==> config.mk <==
export PLATFORM = sky130hd
export DESIGN_NAME = dma_mc_engine
export DESIGN_NICKNAME = d
export VERILOG_FILES = /design/src/rtl/dma_mc_engine.sv
export SDC_FILE = /design/constraint.sdc
export NUM_CORES = 1
export LEC_CHECK = 0
export ABC_AREA = 1
export ABC_CLOCK_PERIOD_IN_PS = 9810
export CAP_MARGIN = 5
export CORE_ASPECT_RATIO = 1.4
export CORE_UTILIZATION = 30
export DETAILED_ROUTE_END_ITERATION = 8
export GPL_ROUTABILITY_DRIVEN = 1
export SLEW_MARGIN = 20
export SYNTH_ARGS = -nofsm -noshare
export SYNTH_HDL_FRONTEND = slang
export SYNTH_SLANG_ARGS = --single-unit
==> constraint.sdc <==
create_clock -name ACLK -period 9.81 [get_ports ACLK]
set_clock_uncertainty 0.05 [all_clocks]
set_input_delay 1.962 -clock ACLK [delete_from_list [all_inputs] [get_ports ACLK]]
set_output_delay 1.962 -clock ACLK [all_outputs]
set_load 0.03 [all_outputs]
==> src/rtl/dma_mc_engine.sv <==
// Multi-channel store-and-forward DMA engine: per-channel src/dst/len, round-robin burst arbitration.
// Optional DMA_MC_BRESP_CHK_EN adds b_resp input and per-channel err output.
//
// state  | meaning
// IDLE   | no channel armed
// ARB    | pick next armed channel, latch burst size
// RADDR  | read address request outstanding
// RDATA  | collecting read beats into the burst buffer
// WADDR  | write address request outstanding
// WDATA  | draining the burst buffer
// WRESP  | waiting for write response
// UPDATE | advance pointers, retire channel when done
module dma_mc_engine #(
  parameter int CH_NUM    = 2,
  parameter int BUF_DEPTH = 16,
  parameter int ADDR_W    = 32,
  parameter int DATA_W    = 32,
  parameter int LEN_W     = 16,
  localparam int CW = (CH_NUM > 1) ? $clog2(CH_NUM) : 1,
  localparam int BW = $clog2(BUF_DEPTH)
) (
  input  logic              ACLK,
  input  logic              ARESETn,
  input  logic [CW-1:0]     cfg_ch,
  input  logic [ADDR_W-1:0] cfg_data,
  input  logic              cfg_src_valid,
  input  logic              cfg_dst_valid,
  input  logic              cfg_len_valid,
  input  logic              cfg_start,
  output logic              ar_valid,
  input  logic              ar_ready,
  output logic [ADDR_W-1:0] ar_addr,
  output logic [BW-1:0]     ar_len,
  input  logic              r_valid,
  input  logic [DATA_W-1:0] r_data,
  input  logic              r_last,
  output logic              aw_valid,
  input  logic              aw_ready,
  output logic [ADDR_W-1:0] aw_addr,
  output logic [BW-1:0]     aw_len,
  output logic              w_valid,
  input  logic              w_ready,
  output logic [DATA_W-1:0] w_data,
  output logic              w_last,
  input  logic              b_valid,
`ifdef DMA_MC_BRESP_CHK_EN
  input  logic [1:0]        b_resp,
  output logic [CH_NUM-1:0] err,
`endif
  output logic [CH_NUM-1:0] busy,
  output logic [CH_NUM-1:0] irq,
  input  logic [CH_NUM-1:0] irq_clr
);

  localparam int BSH = $clog2(DATA_W / 8);
  localparam logic [ADDR_W-1:0] ADDR_MASK = ~ADDR_W'((DATA_W / 8) - 1);

  typedef enum logic [2:0] {
    S_IDLE, S_ARB, S_RADDR, S_RDATA, S_WADDR, S_WDATA, S_WRESP, S_UPDATE
  } state_t;

  state_t            state;
  logic [ADDR_W-1:0] src_q [CH_NUM];
  logic [ADDR_W-1:0] dst_q [CH_NUM];
  logic [LEN_W-1:0]  rem_q [CH_NUM];
  logic [CH_NUM-1:0] armed_q, armed_nxt, irq_q, irq_nxt;
  logic [CW-1:0]     cur_q, last_q, pick;
  logic              pick_vld;
  logic [BW:0]       beats_q, pick_beats;
  logic [BW-1:0]     len_q, ridx_q, widx_q;
  logic [LEN_W-1:0]  pick_rem, rem_left;
  logic [ADDR_W-1:0] step;
  logic              bad_q, cfg_ok;
  logic [(1<<CW)-1:0] blocked;
  logic [DATA_W-1:0] buf_mem [BUF_DEPTH];

  assign busy   = armed_q;
  assign irq    = irq_q;
  assign ar_len = len_q;
  assign aw_len = len_q;
  assign w_last = w_valid && (widx_q == len_q);
  assign w_data = w_valid ? buf_mem[widx_q] : '0;

  // A channel in transfer is always armed, so the armed mask alone gates config.
  // Padding with ones rejects channel numbers beyond CH_NUM.
  always_comb begin
    blocked = '1;
    blocked[CH_NUM-1:0] = armed_q;
    cfg_ok = !blocked[cfg_ch];
  end

  // Descending scan so the nearest channel after last_q wins.
  always_comb begin
    int idx;
    idx      = 0;
    pick     = '0;
    pick_vld = 1'b0;
    for (int i = CH_NUM; i >= 1; i--) begin
      idx = (int'(last_q) + i) % CH_NUM;
      if (armed_q[CW'(idx)]) begin
        pick     = CW'(idx);
        pick_vld = 1'b1;
      end
    end
    pick_rem   = rem_q[pick];
    pick_beats = (pick_rem >= LEN_W'(BUF_DEPTH)) ? (BW+1)'(BUF_DEPTH) : (BW+1)'(pick_rem);
  end

  assign rem_left = rem_q[cur_q] - LEN_W'(beats_q);
  assign step     = ADDR_W'(beats_q) << BSH;

  always_comb begin
    armed_nxt = armed_q;
    irq_nxt   = irq_q & ~irq_clr;
    if (state == S_UPDATE) begin
      if (bad_q) begin
        armed_nxt[cur_q] = 1'b0;
      end else if (rem_left == '0) begin
        armed_nxt[cur_q] = 1'b0;
        irq_nxt[cur_q]   = 1'b1;
      end
    end
    if (cfg_start && cfg_ok) begin
      if (rem_q[cfg_ch] == '0) irq_nxt[cfg_ch] = 1'b1;
      else                     armed_nxt[cfg_ch] = 1'b1;
    end
  end

`ifdef DMA_MC_BRESP_CHK_EN
  logic [CH_NUM-1:0] err_nxt;
  always_comb begin
    err_nxt = err;
    if (state == S_UPDATE && bad_q) err_nxt[cur_q] = 1'b1;
    if (cfg_start && cfg_ok)        err_nxt[cfg_ch] = 1'b0;
  end

  always_ff @(posedge ACLK) begin
    if (!ARESETn) err <= '0;
    else          err <= err_nxt;
  end
`endif

  always_ff @(posedge ACLK) begin
    if (state == S_RDATA && r_valid) buf_mem[ridx_q] <= r_data;
  end

  always_ff @(posedge ACLK) begin
    if (!ARESETn) begin
      state    <= S_IDLE;
      armed_q  <= '0;
      irq_q    <= '0;
      cur_q    <= '0;
      last_q   <= '0;
      beats_q  <= '0;
      len_q    <= '0;
      ridx_q   <= '0;
      widx_q   <= '0;
      bad_q    <= 1'b0;
      ar_valid <= 1'b0;
      aw_valid <= 1'b0;
      w_valid  <= 1'b0;
      ar_addr  <= '0;
      aw_addr  <= '0;
      for (int c = 0; c < CH_NUM; c++) begin
        src_q[c] <= '0;
        dst_q[c] <= '0;
        rem_q[c] <= '0;
      end
    end else begin
      armed_q <= armed_nxt;
      irq_q   <= irq_nxt;
      if (cfg_ok) begin
        if (cfg_src_valid) src_q[cfg_ch] <= cfg_data & ADDR_MASK;
        if (cfg_dst_valid) dst_q[cfg_ch] <= cfg_data & ADDR_MASK;
        if (cfg_len_valid) rem_q[cfg_ch] <= cfg_data[LEN_W-1:0];
      end
      case (state)
        S_IDLE: if (|armed_q) state <= S_ARB;
        S_ARB: begin
          if (pick_vld) begin
            cur_q    <= pick;
            last_q   <= pick;
            beats_q  <= pick_beats;
            len_q    <= BW'(pick_beats - (BW+1)'(1));
            ar_addr  <= src_q[pick];
            aw_addr  <= dst_q[pick];
            ar_valid <= 1'b1;
            ridx_q   <= '0;
            state    <= S_RADDR;
          end else begin
            state <= S_IDLE;
          end
        end
        S_RADDR: if (ar_ready) begin
          ar_valid <= 1'b0;
          state    <= S_RDATA;
        end
        S_RDATA: if (r_valid) begin
          ridx_q <= ridx_q + 1'b1;
          if (r_last) begin
            aw_valid <= 1'b1;
            state    <= S_WADDR;
          end
        end
        S_WADDR: if (aw_ready) begin
          aw_valid <= 1'b0;
          w_valid  <= 1'b1;
          widx_q   <= '0;
          state    <= S_WDATA;
        end
        S_WDATA: if (w_ready) begin
          widx_q <= widx_q + 1'b1;
          if (w_last) begin
            w_valid <= 1'b0;
            state   <= S_WRESP;
          end
        end
        S_WRESP: if (b_valid) begin
`ifdef DMA_MC_BRESP_CHK_EN
          bad_q <= (b_resp != 2'b00);
`else
          bad_q <= 1'b0;
`endif
          state <= S_UPDATE;
        end
        S_UPDATE: begin
          if (!bad_q) begin
            src_q[cur_q] <= src_q[cur_q] + step;
            dst_q[cur_q] <= dst_q[cur_q] + step;
            rem_q[cur_q] <= rem_left;
          end
          state <= (|armed_nxt) ? S_ARB : S_IDLE;
        end
        default: state <= S_IDLE;
      endcase
    end
  end

endmodule
==> metrics, run 1 <==
outcome=finished, final reports clean; syn avg cell area=11.1 µm²; routed len/inst=about 22 µm; crit path launch type=flop; commonest non-fill, non-tap cell in the layout=edfxtp_1; Pleak=13.2 nW; Die ar.=about 0.11 mm²; total CTS buffers=slightly above 80; Slew Viols, Final=0; # nets final=between 3000 and 4000; CTS Root Buffer Type=clkbuf_16; first-pass GRT wire length=between 150 and 200 mm; total wire length=roughly 100 mm; die height=roughly 400 µm; Worst Setup EP=w_data[29]; switching portion of total power=27.7%; clock buffer depth=3; Initial DRC Count=around 2200; Reg clk slew, reported paths=about 0.060 ns; critical path type=reg -> out; setup ws final=3.44 ns; layout cell share with drive strength beyond 1=under 10%; core region area=about 0.11 mm²; DR DRC count=0; Clock Sink Count=about 770; clk_lat worst skew=~0.64 ns; Period minus WS final=roughly 6.4 ns; Unique masters post-synth=around 50; Tcrit/Tclk final=between 60% and 70%; critical path arrival=4.36 ns; Detailed Place HPWL=just under 60 mm; crit path max fanout=76; Switch Pwr=~2.2 mW; Pwr Density=roughly 200 mW/mm²; Achievable Freq=approximately 160 MHz; Fin. Hold Viols=0; die extent in x=roughly 290 µm; Worst-Margin Slew=approximately 1.1 ns; CTS HTree Levels=3; Comb pwr share=15.0%; clock share of power=a little under two fifths; worst path required time=between 7 and 8 ns; reg-to-reg setup timing slack=about 5 ns; Place WS=approximately 4.1 ns; port bufs=190; final setup violation count=0; Overall Global Routing Usage=17.7%; CTS Hold Bufs=0; CP endpoint kind=output port; remaining global-route overflow=0; max_slew headroom=~29%; vias in the first global route=about 24000; gpl congestion=just under 0.9; Via Count=24604; initial antenna violation count=4; Placed Area=0.0371 mm²; min-delay worst type=reg -> reg; max-cap viol count=0; VDD IR-drop max=approximately 0.16 mV; post-route ant nets=0; CTS tree=done; # rows=roughly 150; Fin Setup TNS=0 ns; RSZ-0062 raised after global routing=false; design internal power=~5.8 mW; Ys Warns=0; Worst Reg-to-Reg Cells=17; Via-to-Cell Ratio=5.25; Synth-to-Final Area Change=17.7%; sequential power share=roughly 47%; flops & latches, synth=769; Starting Density=between 30% and 40%; Setup Buffers After CTS=0; R2R Path End=src_q[0][28]; DR pass1 iterations=5; Post-Syn Area=between 0.03 and 0.04 mm²; cells after synthesis=just over 3000; fill count=around 11000; Mapped Nets=around 3100; Seq/Total Area, Yosys=about two thirds; cts repair resizes=0; pin count of the biggest net entering global routing=180; # IOs=between 150 and 200; design area=between 0.03 and 0.04 mm²; leading cell types in the layout, fill and taps excluded=edfxtp_1, nand2_1, o21ai_0, nor2_1, clkdlybuf4s50_1
[how the worst min path moves through the flow]
stage	from	end	slack, ns	cells past startpoint
floorplan	ridx_q[1]	ridx_q[1]	0.43	2
global placement	aw_valid	aw_valid	0.41	2
detailed placement	ar_valid	ar_valid	0.41	2
CTS	ar_valid	ar_valid	0.42	2
global route	ar_valid	ar_valid	0.44	2
finish	ar_valid	ar_valid	0.42	2
[cell type report]
class / instances / area (µm²) / share of cell area (%)
antenna: 1 / 2.50 / 0.00630
clock buffer: 101 / 2160 / 5.45
clock inverter: 44 / 443 / 1.11
inverter: 134 / 514 / 1.29
multi-input combinational: 1940 / 10400 / 26.2
sequential: 769 / 22100 / 55.7
tap: 1470 / 1840 / 4.63
timing repair buffer: 230 / 2210 / 5.57
[critical path, cell delays in order, from the launching register on]
cell             delay [ns]
dfxtp_4                0.51
clkinv_2               0.64
buf_4                  0.79
o21ai_0                0.21
o221ai_1               0.22
nand3_1                0.10
a21oi_1                0.42
clkdlybuf4s50_1        0.76
[metal layers]
layer	vias to the layer above	wire (µm)	track usage [%]
li1	11344	-	-
met1	12041	40300	21.4
met2	1032	51300	31.1
met3	183	7540	2.77
met4	4	3520	7.20
met5	-	27	0
[power groups by stage]
stage / Clock [mW] / Combinational (mW) / Sequential [mW]
6_report: 3.06 / 1.20 / 3.75
4_1_cts: 3.11 / 1.20 / 3.75
3_3_place_gp: 0 / 1.18 / 3.82
5_1_grt: 3.23 / 1.31 / 3.77
3_5_place_dp: 0 / 1.19 / 3.82
2_1_floorplan: 0 / 0.796 / 3.82
[per-stage QoR]
step           cells  total power, mW  hold WS (ns)  util (%)
6_report        4689             8.01         0.421      35.6
5_1_grt         4688             8.32         0.442      35.6
4_1_cts         4688             8.06         0.422      35.6
3_5_place_dp    4543             5.01         0.413      33.3
3_3_place_gp    4543             5.00         0.409      33.3
2_1_floorplan   3042             4.62         0.434         -
[Yosys cell counts (all sizes together)]
library cell	count	area share [%]
buf	31	0.70
o31ai	2	0.044
o211ai	37	0.82
a211oi	4	0.089
o221ai	94	2.4
fa	3	0.18
mux2i	33	0.98
ha	23	0.85
o21a	3	0.067
nor4	6	0.13
o22ai	165	3.1
nor3	26	0.44
a21o	1	0.022
o2111ai	1	0.026
or2	23	0.43
clkinv	5	0.056
edfxtp	672	60
nand3	93	1.4
xnor2	21	0.54
dfxtp	97	5.8
and3	2	0.037
o21ai	383	5.7
a21oi	64	0.97
nand3b	2	0.044
a31oi	66	1.2
nand2	451	5.2
nand4	10	0.19
nor2	392	4.6
xor2	32	0.83
clkbuf	168	1.9
o21bai	3	0.067
inv	129	1.4
[registers in the layout (all words and copies together), names as in the netlist, 2 cells and up, named ones only]
| name | cells |
|---|---|
| ar_addr | 32 |
| ar_len | 4 |
| aw_addr | 32 |
| beats_q | 5 |
| buf_mem | 512 |
| busy | 2 |
| dst_q | 64 |
| irq | 2 |
| rem_q | 32 |
| ridx_q | 4 |
| src_q | 64 |
| state | 3 |
| widx_q | 4 |
[logic make-up (layout without fill, tap and decap cells)]
logic type | after synthesis | after routing | synth area share, %
other | 0 | 1 | 0
XOR/XNOR | 53 | 53 | 1.38
adder cells (fa/ha/maj) | 26 | 26 | 1.03
AND/OR/NAND/NOR | 1005 | 1005 | 12.5
buffers and inverters | 333 | 509 | 4.06
flip-flops | 769 | 769 | 65.5
multiplexers | 33 | 33 | 0.978
AO/OA/AOI/OAI | 823 | 823 | 14.5
Note: power is estimated with default switching activity, not from simulation.
==> run 2: changes to the inputs <==
--- a/config.mk
+++ b/config.mk
@@ -6,7 +6,7 @@
 export NUM_CORES = 1
 export LEC_CHECK = 0
 export ABC_AREA = 1
-export ABC_CLOCK_PERIOD_IN_PS = 9810
+export ABC_CLOCK_PERIOD_IN_PS = 5100
 export CAP_MARGIN = 5
 export CORE_ASPECT_RATIO = 1.4
 export CORE_UTILIZATION = 30
==> constraint.sdc (replaced) <==
create_clock -name ACLK -period 5.1 [get_ports ACLK]
set_clock_uncertainty 0.05 [all_clocks]
set_input_delay 1.02 -clock ACLK [delete_from_list [all_inputs] [get_ports ACLK]]
set_output_delay 1.02 -clock ACLK [all_outputs]
set_load 0.03 [all_outputs]
==> run 2 against run 1 <==
Net effect: final area is 0.54% higher; critical path depth is 1 lower; utilization is 0.19 points higher; largest power group unchanged; sequential share of layout area is 0.30 points lower; clock power is 92% higher; highest routed layer unchanged.
==> metrics, run 2 (synthesis gave the netlist of run 1 again) <==
outcome=finished, final reports clean; critical path type=reg -> out; Slew Viols, Final=0; die extent in x=~290 µm; critical path arrival=between 3 and 4 ns; CTS HTree Levels=3; Via Count=between 20000 and 25000; Starting Density=30.3%; routed len/inst=between 20 and 25 µm; initial antenna violation count=2; commonest non-fill, non-tap cell in the layout=edfxtp_1; Via-to-Cell Ratio=5.29; worst path required time=slightly above 4 ns; Worst Min Path Start=aw_valid; gpl congestion=about 0.86; crit path launch type=flop; Fin Setup TNS=0 ns; largest register by flop count=buf_mem; Fin. Hold Viols=0; Worst Reg-to-Reg Cells=16; final setup violation count=0; port bufs=190; ant diodes=0; DR DRC count=0; VDD IR-drop max=between 0.2 and 0.3 mV; Synth-to-Final Area Change=18.3%; clk_lat worst skew=0.65 ns; pin count of the biggest net entering global routing=between 100 and 150; CTS Root Buffer Type=clkbuf_16; Hold Crit Depth=2; min-delay worst type=reg -> reg; DR pass1 iterations=6; CTS Hold Bufs=0; Pwr Density=roughly 390 mW/mm²; Tcrit/Tclk final=between 90% and 100%; Period minus WS final=roughly 4.6 ns; clock buffer depth=3; RSZ-0062 raised after global routing=false; total wire length=around 100 mm; CP endpoint kind=output port; remaining global-route overflow=0; Detailed Place HPWL=between 60 and 70 mm; Worst-Margin Slew=~1.1 ns; first-pass GRT wire length=approximately 150 mm; die height=around 400 µm; Pleak=around 13 nW; Initial DRC Count=1978; Reg clk slew, reported paths=about 0.070 ns; layout cell share with drive strength beyond 1=~8.6%; Die ar.=between 0.1 and 0.15 mm²; cts repair resizes=0; max FFs per register=about 500; Overall Global Routing Usage=between 15 and 20%; post-route ant nets=0; Clock Sink Count=between 700 and 800; vias in the first global route=24211; Achievable Freq=around 220 MHz; leading cell types in the layout, fill and taps excluded=edfxtp_1, nand2_1, o21ai_0, nor2_1, clkdlybuf4s50_1; # nets final=~3300; # rows=roughly 150; Top Registers=buf_mem x512, dst_q x64, src_q x64; crit path max fanout=53; Setup Buffers After CTS=0; # IOs=about 190; final core occ=a little over a third; total CTS buffers=80; core region area=between 0.1 and 0.15 mm²; max-cap viol count=0; max_slew headroom=between 20% and 30%; CTS tree=done
[run 2: worst paths after layout]
kind | to | slack [ns]
setup reg to reg | src_q[1][14] | 1.33
hold / removal | aw_valid | 0.43
hold reg to reg | aw_valid | 0.43
setup / recovery | w_data[29] | 0.48
[run 2: metal layers]
metal	vias up	part of all wire, %	wire length, µm	GRT usage (%)
met5	-	0.021	22	0
met4	4	4.0	4060	7.77
met3	235	7.2	7410	2.89
met2	1058	50	51500	31.2
met1	12227	39	39700	20.9
li1	11383	-	-	-
[run 2: cell type report]
type / count / area [µm²]
repair buffers: 250 / 2420
clock buffers: 102 / 2110
fillers: 10998 / 71600
flip-flops and latches: 769 / 22100
inverters: 134 / 514
multi-input cells: 1940 / 10400
clock inverters: 45 / 505
well taps: 1470 / 1840
[run 2: power by group]
part	internal [mW]	switching (mW)
clock	3.36	2.52
sequential	7.03	0.133
combinational	0.749	1.65
total	11.1	4.30
[run 2: critical path, stage by stage, from the launching register on]
cell             delay (ns)
dfxtp_4                0.61
buf_4                  0.53
o21ai_0                0.19
o221ai_1               0.23
o211ai_1               0.11
a21oi_1                0.43
clkdlybuf4s50_1        0.77
[run 2: through the flow]
step	cells	worst slack [ns]	hold WS (ns)	cell area [µm²]	power, mW
floorplan	3042	1.64	0.434	33800	8.88
global placement	4563	1.15	0.410	37300	9.65
detailed placement	4563	1.14	0.421	37300	9.67
CTS	4710	0.403	0.436	39900	15.6
global route	4710	0.295	0.480	39900	16.0
finish	4710	0.480	0.431	39900	15.4
